===== src/rtl/touch_pkg.sv =====
// touch_pkg: shared types and constants for the touch-report transmitter.
//   PKT_BYTES    - bytes in one touch report packet
//   HDR_PEN_*    - header byte values (bit 7 marks a header, bit 0 = pen)
//   COORD_W      - coordinate width
//   state_t      - byte serializer FSM states
//   build_packet - packs pen/X/Y into the 5-byte packet, B0 in bits [7:0]
package touch_pkg;

    localparam int         PKT_BYTES    = 5;
    localparam logic [7:0] HDR_PEN_UP   = 8'h80;
    localparam logic [7:0] HDR_PEN_DOWN = 8'h81;
    localparam int         COORD_W      = 12;

    typedef enum logic [2:0] {
        IDLE  = 3'd0,
        START = 3'd1,
        DATA  = 3'd2,
        STOP  = 3'd3,
        GAP   = 3'd4
    } state_t;

    // Coordinates are split 7+5 so only the header byte ever has bit 7 set,
    // which lets the receiver resynchronise on the header.
    function automatic logic [8*PKT_BYTES-1:0] build_packet(
        input logic               pen,
        input logic [COORD_W-1:0] x,
        input logic [COORD_W-1:0] y
    );
        logic [7:0] hdr;
        hdr = pen ? HDR_PEN_DOWN : HDR_PEN_UP;
        return {3'b000, y[11:7], 1'b0, y[6:0], 3'b000, x[11:7], 1'b0, x[6:0], hdr};
    endfunction

endpackage


===== src/rtl/uart_tx_byte.sv =====
// uart_tx_byte: 8N1 byte serializer with optional inter-byte mark gap.
//   clk_i   - clock
//   rst_i   - asynchronous active-high reset
//   start_i - load data_i and begin a byte; honoured in IDLE and in the
//             done_o cycle (back-to-back bytes with no idle cycle)
//   data_i  - byte to send, LSB first
//   done_o  - combinational, high in the last cycle of the byte's final
//             bit period (stop bit, or last gap bit when GAP_BITS > 0)
//   txd_o   - registered serial output, idle high
module uart_tx_byte
    import touch_pkg::*;
#(
    parameter int CLKS_PER_BIT = 5208,
    parameter int GAP_BITS     = 0
) (
    input  logic       clk_i,
    input  logic       rst_i,
    input  logic       start_i,
    input  logic [7:0] data_i,
    output logic       done_o,
    output logic       txd_o
);

    localparam int                BAUD_W      = $clog2(CLKS_PER_BIT);
    localparam logic [BAUD_W-1:0] BAUD_RELOAD = BAUD_W'(CLKS_PER_BIT - 1);
    // Unreachable value when GAP_BITS is 0: the GAP state is then skipped.
    localparam logic [3:0]        GAP_LAST    = 4'(GAP_BITS - 1);

    state_t            state_q, state_d;
    logic [BAUD_W-1:0] baud_q, baud_d;
    logic [2:0]        bit_idx_q, bit_idx_d;
    logic [3:0]        gap_q, gap_d;
    logic [7:0]        shift_q, shift_d;
    logic              txd_q, txd_d;

    logic bit_end;
    logic byte_end;

    assign bit_end = (baud_q == '0);
    assign txd_o   = txd_q;

    always_ff @(posedge clk_i or posedge rst_i) begin
        if (rst_i) begin
            state_q   <= IDLE;
            baud_q    <= '0;
            bit_idx_q <= '0;
            gap_q     <= '0;
            shift_q   <= '0;
            txd_q     <= 1'b1;
        end else begin
            state_q   <= state_d;
            baud_q    <= baud_d;
            bit_idx_q <= bit_idx_d;
            gap_q     <= gap_d;
            shift_q   <= shift_d;
            txd_q     <= txd_d;
        end
    end

    always_comb begin
        state_d   = state_q;
        baud_d    = baud_q;
        bit_idx_d = bit_idx_q;
        gap_d     = gap_q;
        shift_d   = shift_q;
        txd_d     = txd_q;
        byte_end  = 1'b0;

        // Inside a bit period just count down; transitions happen at bit_end.
        if (state_q != IDLE && !bit_end) begin
            baud_d = baud_q - 1'b1;
        end

        case (state_q)
            START: begin
                if (bit_end) begin
                    state_d   = DATA;
                    baud_d    = BAUD_RELOAD;
                    bit_idx_d = '0;
                    txd_d     = shift_q[0];
                end
            end
            DATA: begin
                if (bit_end) begin
                    baud_d = BAUD_RELOAD;
                    if (bit_idx_q == 3'd7) begin
                        state_d = STOP;
                        txd_d   = 1'b1;
                    end else begin
                        // shift_q[0] is the bit now on the wire.
                        bit_idx_d = bit_idx_q + 1'b1;
                        shift_d   = shift_q >> 1;
                        txd_d     = shift_q[1];
                    end
                end
            end
            STOP: begin
                if (bit_end) begin
                    if (GAP_BITS == 0) begin
                        byte_end = 1'b1;
                    end else begin
                        state_d = GAP;
                        baud_d  = BAUD_RELOAD;
                        gap_d   = '0;
                    end
                end
            end
            GAP: begin
                if (bit_end) begin
                    if (gap_q == GAP_LAST) begin
                        byte_end = 1'b1;
                    end else begin
                        gap_d  = gap_q + 1'b1;
                        baud_d = BAUD_RELOAD;
                    end
                end
            end
            default: begin
                // IDLE: handled by the load logic below.
            end
        endcase

        if (byte_end) begin
            state_d = IDLE;
            txd_d   = 1'b1;
            gap_d   = '0;
        end

        if (start_i && (state_q == IDLE || byte_end)) begin
            state_d = START;
            baud_d  = BAUD_RELOAD;
            shift_d = data_i;
            txd_d   = 1'b0;
        end
    end

    assign done_o = byte_end;

endmodule


===== src/rtl/touch_report_tx.sv =====
// touch_report_tx: serializes touch reports into 5-byte 8N1 UART packets.
//   clk_clk        - system clock
//   reset_reset    - asynchronous active-high reset
//   report_valid   - a report is presented
//   report_ready   - high only while idle; accept = valid && ready at posedge
//   report_pen     - 1 = pen down
//   report_x/_y    - 12-bit coordinates, sampled only at the accepting edge
//   touch_uart_TXD - serial output, idle high
//   busy           - packet in flight (complement of report_ready)
//
// Handshake: a report transfers on a rising edge where report_valid and
// report_ready are both high; report_valid is ignored while busy.
module touch_report_tx
    import touch_pkg::*;
#(
    parameter int CLKS_PER_BIT = 5208,
    parameter int GAP_BITS     = 0
) (
    input  logic               clk_clk,
    input  logic               reset_reset,
    input  logic               report_valid,
    output logic               report_ready,
    input  logic               report_pen,
    input  logic [COORD_W-1:0] report_x,
    input  logic [COORD_W-1:0] report_y,
    output logic               touch_uart_TXD,
    output logic               busy
);

    logic        busy_q, busy_d;
    logic [2:0]  byte_idx_q, byte_idx_d;
    // Holds B1..B4; B0 goes straight to the serializer at the accepting edge.
    logic [31:0] pkt_q, pkt_d;

    logic [8*PKT_BYTES-1:0] pkt_full;
    logic                   accept;
    logic                   ser_start;
    logic [7:0]             ser_data;
    logic                   ser_done;

    assign pkt_full = build_packet(report_pen, report_x, report_y);
    assign accept   = report_valid && !busy_q;

    always_ff @(posedge clk_clk or posedge reset_reset) begin
        if (reset_reset) begin
            busy_q     <= 1'b0;
            byte_idx_q <= '0;
            pkt_q      <= '0;
        end else begin
            busy_q     <= busy_d;
            byte_idx_q <= byte_idx_d;
            pkt_q      <= pkt_d;
        end
    end

    always_comb begin
        busy_d     = busy_q;
        byte_idx_d = byte_idx_q;
        pkt_d      = pkt_q;
        ser_start  = 1'b0;
        ser_data   = pkt_q[7:0];

        if (accept) begin
            busy_d     = 1'b1;
            byte_idx_d = '0;
            pkt_d      = pkt_full[39:8];
            ser_start  = 1'b1;
            ser_data   = pkt_full[7:0];
        end else if (ser_done) begin
            if (byte_idx_q == 3'(PKT_BYTES - 1)) begin
                busy_d     = 1'b0;
                byte_idx_d = '0;
            end else begin
                // Chain the next byte in the done cycle so its start bit
                // follows the previous stop/gap period without a gap.
                ser_start  = 1'b1;
                byte_idx_d = byte_idx_q + 1'b1;
                pkt_d      = pkt_q >> 8;
            end
        end
    end

    uart_tx_byte #(
        .CLKS_PER_BIT(CLKS_PER_BIT),
        .GAP_BITS    (GAP_BITS)
    ) u_ser (
        .clk_i  (clk_clk),
        .rst_i  (reset_reset),
        .start_i(ser_start),
        .data_i (ser_data),
        .done_o (ser_done),
        .txd_o  (touch_uart_TXD)
    );

    assign report_ready = !busy_q;
    assign busy         = busy_q;

endmodule


===== config.mk =====
export PLATFORM = sky130hd
export DESIGN_NAME = touch_report_tx
export DESIGN_NICKNAME = d
export VERILOG_FILES = /design/src/rtl/touch_pkg.sv /design/src/rtl/uart_tx_byte.sv /design/src/rtl/touch_report_tx.sv
export SDC_FILE = /design/constraint.sdc
export NUM_CORES = 1
export LEC_CHECK = 0
export ABC_CLOCK_PERIOD_IN_PS = 2800
export BUFFER_PORTS_ARGS = -buffer_cell sky130_fd_sc_hd__buf_2
export CAP_MARGIN = 10
export CORE_MARGIN = 2
export CORE_UTILIZATION = 53
export DETAILED_ROUTE_END_ITERATION = 6
export GPL_TIMING_DRIVEN = 0
export PLACE_DENSITY = 0.85
export SLEW_MARGIN = 10
export SYNTH_ARGS = -nofsm -noshare
export SYNTH_HDL_FRONTEND = slang
export SYNTH_HIERARCHICAL = 1
export SYNTH_SLANG_ARGS = --single-unit

===== constraint.sdc =====
create_clock -name clk_clk -period 2.8 [get_ports clk_clk]
set_clock_uncertainty 0.2 [all_clocks]
set_input_delay 0.84 -clock clk_clk [delete_from_list [all_inputs] [get_ports clk_clk]]
set_output_delay 0.84 -clock clk_clk [all_outputs]
set_load 0.03 [all_outputs]

After elaboration in Yosys (flattened, before gate mapping) --
Index checks and enable logic that the tools add are counted.
Cells by class: add/subtract/negate cells 4, equal/unequal tests 16, muxes and demuxes 48, reductions and logical operators 25
Operators with widths (count):
- 2-to-1 mux 32 bit | 3
- 2-to-1 mux 13 bit | 5
- 2-to-1 mux 8 bit | 5
- 2-to-1 mux 3 bit | 11
- case mux 13 bit (2 select lines) | 1
- 2-to-1 mux 4 bit | 4
- 2-to-1 mux 1 bit | 15
- nonzero test 2 bit | 7
- zero test 13 bit | 1
- subtractor 13 x 1 -> 13 bit (second input constant) | 1
- inequality test 4 x 2 -> 1 bit (second input constant) | 3
- case mux 3 bit (2 select lines) | 2
- == test 3 bit (second input constant) | 3
- AND reduction 3 bit | 3
- inequality test 2 bit (second input constant) | 4
- AND reduction 4 bit | 2
- adder 3 x 1 -> 3 bit (second input constant) | 2
- == test 3 x 2 -> 1 bit (second input constant) | 2
- adder 4 x 1 -> 4 bit (second input constant) | 1
- == test 4 bit (second input constant) | 1
- inequality test 2 x 1 -> 1 bit (second input constant) | 2
- case mux 1 bit (2 select lines) | 2
- AND reduction 2 bit | 2
- nonzero test 4 bit | 1
- 7 further kinds | 10
Word-level totals: flip-flop bits (word level) 68, input port bits 28, output and inout bits 3, word-level logic and storage cells 102

Logic depth before layout (Yosys ltp) --
depth in word-level cells 9, depth in mapped cells 14

Hierarchy --
Netlist, hierarchy kept.
By module, submodules not included:
- uart_tx_byte | times used 1, cells each 157, area each 1637.8 um^2, sequential area each 676.9 um^2
- touch_report_tx | times used 1, cells each 124, area each 1418.9 um^2, sequential area each 750.7 um^2

Worst setup path after synthesis --
OpenSTA, ideal clock, no wires.
kind register to register, start register u_ser.baud_q[0], end register u_ser.shift_q[5], arrival 2761 ps, path slack -298 ps, cell stages (with the launch flop) 15, path through dfrtp_1 inv_1 ha_1 nor4b_2 nand4_1 inv_1 a21boi_2 buf_4 nor2_8 inv_1 and2_1 a41oi_2 clkbuf_1 nor2_1 a21oi_1
On the way: word-level cells in the longest chain between the ends 8
Ends and longest elaborated chain:
- start: declaration | line uart_tx_byte.sv:30 | logic [BAUD_W-1:0] baud_q, baud_d;
- start signal: assignment | line uart_tx_byte.sv:52 | baud_q <= baud_d;
- zero test 13 bit * | line uart_tx_byte.sv:39 | assign bit_end = (baud_q == '0);
- 2-to-1 mux 1 bit (on tied branches) | line uart_tx_byte.sv:109, uart_tx_byte.sv:98
- case mux 1 bit (2 select lines) * | line uart_tx_byte.sv:74 | case (state_q)
- named net ser_done | line touch_report_tx.sv:39 | logic ser_done;
- 2-to-1 mux 1 bit * | line touch_report_tx.sv:69 | end else if (ser_done) begin
- 2-to-1 mux 1 bit * | line touch_report_tx.sv:63 | if (accept) begin
- named net ser_start | line touch_report_tx.sv:37 | logic ser_start;
- logical AND 1 bit * | line uart_tx_byte.sv:129 | if (start_i && (state_q == IDLE || byte_end)) begin
- inequality test 2 bit (no source line) or nonzero test 2 bit (tied branches)
- AND reduction 3 bit (no source line)
- end signal: assignment | line uart_tx_byte.sv:55 | shift_q <= shift_d;
- end: declaration | line uart_tx_byte.sv:33 | logic [7:0] shift_q, shift_d;
Mark *: on every way through the listed nets, which the timed path passes. The rest lies on a longest branch. A chain may end at the register's enable or synchronous reset.

Worst setup path in the final report --
start register u_ser.baud_q[0], end register u_ser.state_q[0]
On the way: word-level cells in the longest chain between the ends 8
Ends and longest elaborated chain:
- zero test 13 bit * | line uart_tx_byte.sv:39
- 2-to-1 mux 1 bit (on tied branches) | line uart_tx_byte.sv:109, uart_tx_byte.sv:98
- case mux 1 bit (2 select lines) * | line uart_tx_byte.sv:74
- named net ser_done | line touch_report_tx.sv:39
- 2-to-1 mux 1 bit * | line touch_report_tx.sv:69
- 2-to-1 mux 1 bit * | line touch_report_tx.sv:63
- named net ser_start | line touch_report_tx.sv:37
- logical AND 1 bit * | line uart_tx_byte.sv:129
- inequality test 4 x 2 -> 1 bit (no source line) or nonzero test 4 bit (tied branches)
- AND reduction 4 bit (no source line)
- end signal: assignment | line uart_tx_byte.sv:51 | state_q <= state_d;
- end: declaration | line uart_tx_byte.sv:29 | state_t state_q, state_d;
Marked as above.

==> run summary <==
Tcrit/Tclk final -> 97.44%
antenna cell count -> 0
distinct cell type count after synthesis -> 56
fin crit period -> 2.728 ns
MaxCap Viol Count -> 0
Final setup violation count -> 0
Clock Path Buffers -> 2
clk_lat worst skew -> 0.34 ns
H-tree Lvls -> 3
pin count of the biggest net entering global routing -> 31
total track usage -> 22.60%
Final Max Tran Viols -> 0
# IOs -> 31
Area contributors post-synth -> dfrtp_1 (46%), o221a_2 (4.8%), ha_1 (4.5%), or3_1 (3.1%), mux2i_1 (2.9%)
synthesized instance count -> 281
final instance area -> 3754 um^2
initial core utilization -> 55.17%
most area-hungry cell type in the Yosys netlist -> dfrtp_1
mapped cell area -> 3057 um^2
top cell type's share of synthesized area -> 45.85%
DRT Pass-1 Iters -> 4
pre-CTS WS -> -0.3392 ns
Post-CTS Hold Fix Bufs -> 0
wire length per cell -> 17.76 um
DR vias -> 2539
Std-Cell Rows -> 27
outcome -> finished clean
post-synth net total -> 320
Most common cell on crit path -> inv_2
Avg Inst Size Synth -> 10.88 um^2
fin worst setup slack -> 0.07166 ns
Min Hold Slack -> 0.2640 ns
Layout area overhead -> 22.80%
first-pass GRT wire length -> 11060 um
slew margin rel. -> 31.71%
CP cell instances -> inv_2, ha_4, nor4b_4, nand4_1, inv_2, a21boi_4, buf_6, nor2_8, inv_4, and2_4, o22ai_1, a21o_1, mux2_2
dominant synthesized flop cell -> dfrtp_1
initial DRC count -> 153
CP startpoint kind -> flip-flop
vias in the first global route -> 2430
final hold vios -> 0
Chip Height -> 79.94 um
post-route ant nets -> 0
dpl cell area -> 3348 um^2
total gr overflow -> 0
Vias/cell -> 6.118
Worst Hold Class -> input port to asynchronous set/reset pin
dpl hpwl -> 4606 um
clock tree root driver cell -> clkbuf_8
CTS buffer count -> 9
R2R setup slack -> 0.07 ns
worst r2r path cells -> 13
Worst Tran Pin Value -> 1.023 ns
pwr/cell area -> 504.9 nW/um^2
Fmax -> 366.5 MHz
total chip power -> 1.895 mW
slowest stage cell, crit path -> dfrtp_1
die area -> 6390 um^2
CP max stage delay -> 0.42 ns
DRC -> 0
CTS clock-pin slew for the worst setup and hold paths -> 0.07 ns
area of the core -> 5540 um^2
initial antenna violation count -> 0
Post-synth EDFFs -> 0
Crit Path Max Fanout -> 9
post-layout util -> 67.75%
Pleak -> 1.770 nW
Final Net Count -> 377
gp weighted congestion -> 0.8340
die width -> 79.94 um
YS warnings -> 6
clock tree from TritonCTS -> done
PortBufs -> 30
Critical Path AT -> 2.75 ns
commonest non-fill, non-tap cell in the layout -> dfrtp_1
#FFs+latches synth -> 57
Worst setup EP type -> flip-flop
Sink Count -> 57
share of layout cells above drive strength 1 -> 32.36%
fraction of the yosys area taken by sequential cells -> 46.70%
Routed WL -> 7370 um
Post-synth ARST share -> 100.0%
Peak supply drop -> 0.0003599 V
most frequent cells in the layout -> dfrtp_1 (56), buf_2 (33), nand2_1 (18), a21oi_1 (17), nor2_1 (17)
crit path kind -> flip-flop to flip-flop
Req. time, crit path -> 2.82 ns
==> critical path, delay by kind of cell, from the launching register on <==
family,cells,cell delay (ns)
multiplexers,1,0.26
buffers and inverters,4,0.44
adder cells (fa/ha/maj),1,0.15
flip-flops,1,0.42
AO/OA/AOI/OAI,3,0.49
AND/OR/NAND/NOR,4,0.65
==> metal layers <==
metal | GRT usage (%) | share of wire, % | wire [um] | vias up
li1 | - | - | - | 1177
met1 | 28.45 | 42 | 3120 | 1268
met2 | 37.25 | 51 | 3775 | 78
met3 | 4.186 | 4.1 | 302 | 16
met4 | 11.19 | 2.3 | 172 | 0
met5 | 0 | 0 | 0 | -
==> final cells by class <==
cell class	count	area [um^2]
fill	395	1787
tap	72	90.09
timing repair buffer	45	282.8
multi-input combinational	197	1540
inverter	16	65.06
clock inverter	6	105.1
buffer	12	105.1
clock buffer	10	137.6
sequential	57	1428
==> logic make-up (layout without fill, tap and decap cells) <==
logic type / Yosys count / count (layout) / synth area share (%)
AOI/OAI and AO/OA: 78 / 79 / 20.10
adders and majority gates: 11 / 11 / 4.503
xor gates and xnor gates: 2 / 2 / 0.5732
muxes: 10 / 10 / 3.316
DFF: 57 / 57 / 46.70
and+or+nand+nor: 95 / 95 / 19.77
buffers and inverters: 28 / 89 / 5.035
==> what timing repair did <==
item,in CTS,in global routing
endpoints found under the setup margin,24,17
pin swaps,3,3
endpoints found under the hold margin,0,0
cloned,1,1
gates resized for setup,0,4
buffers inserted,5,8
==> cells in the mapped netlist, types with 3 or more instances <==
cell	n
mux2i_1	9
buf_2	3
and2_1	9
o21ai_0	9
nor2b_1	3
nand2_1	18
dfrtp_1	56
ha_1	11
clkbuf_1	3
o31ai_1	5
o221a_2	13
nor2_1	17
and3_1	3
a22o_1	8
or4_1	5
a31oi_1	6
nand3_1	4
inv_1	15
or3_1	15
nor3_1	5
buf_4	3
o2bb2ai_1	3
a21oi_1	17
==> path summary, 6_finish.rpt <==
check / start / to
worst max-delay path: u_ser/baud_q[0] / u_ser/state_q[0]
worst min-delay path: reset_reset / pkt_q[26]
worst max register to register: u_ser/baud_q[0] / u_ser/state_q[0]
worst min register to register: u_ser/txd_o / u_ser/txd_o
max in group asynchronous: reset_reset / u_ser/shift_q[6]
min in group clk_clk: u_ser/txd_o / u_ser/txd_o
==> through the flow <==
step                      cells  setup TNS [ns]
after CTS                   405               0
after floorplan             281               0
after global placement      383          -4.353
after global routing        415        -0.02318
final                       415               0
after detailed placement    383          -5.294
==> flip-flops by register name, indices dropped and copies added (netlist names) <==
name             count
u_ser/state_q        2
u_ser/baud_q        13
byte_idx_q           3
u_ser/txd_o          1
busy                 1
u_ser/shift_q        8
pkt_q               26
u_ser/bit_idx_q      3
==> power breakdown <==
part	switching, mW	internal, mW
Clock	0.336	0.610
Sequential	0.0151	0.847
Combinational	0.0408	0.0465
Power figures use the tool's default switching activity.
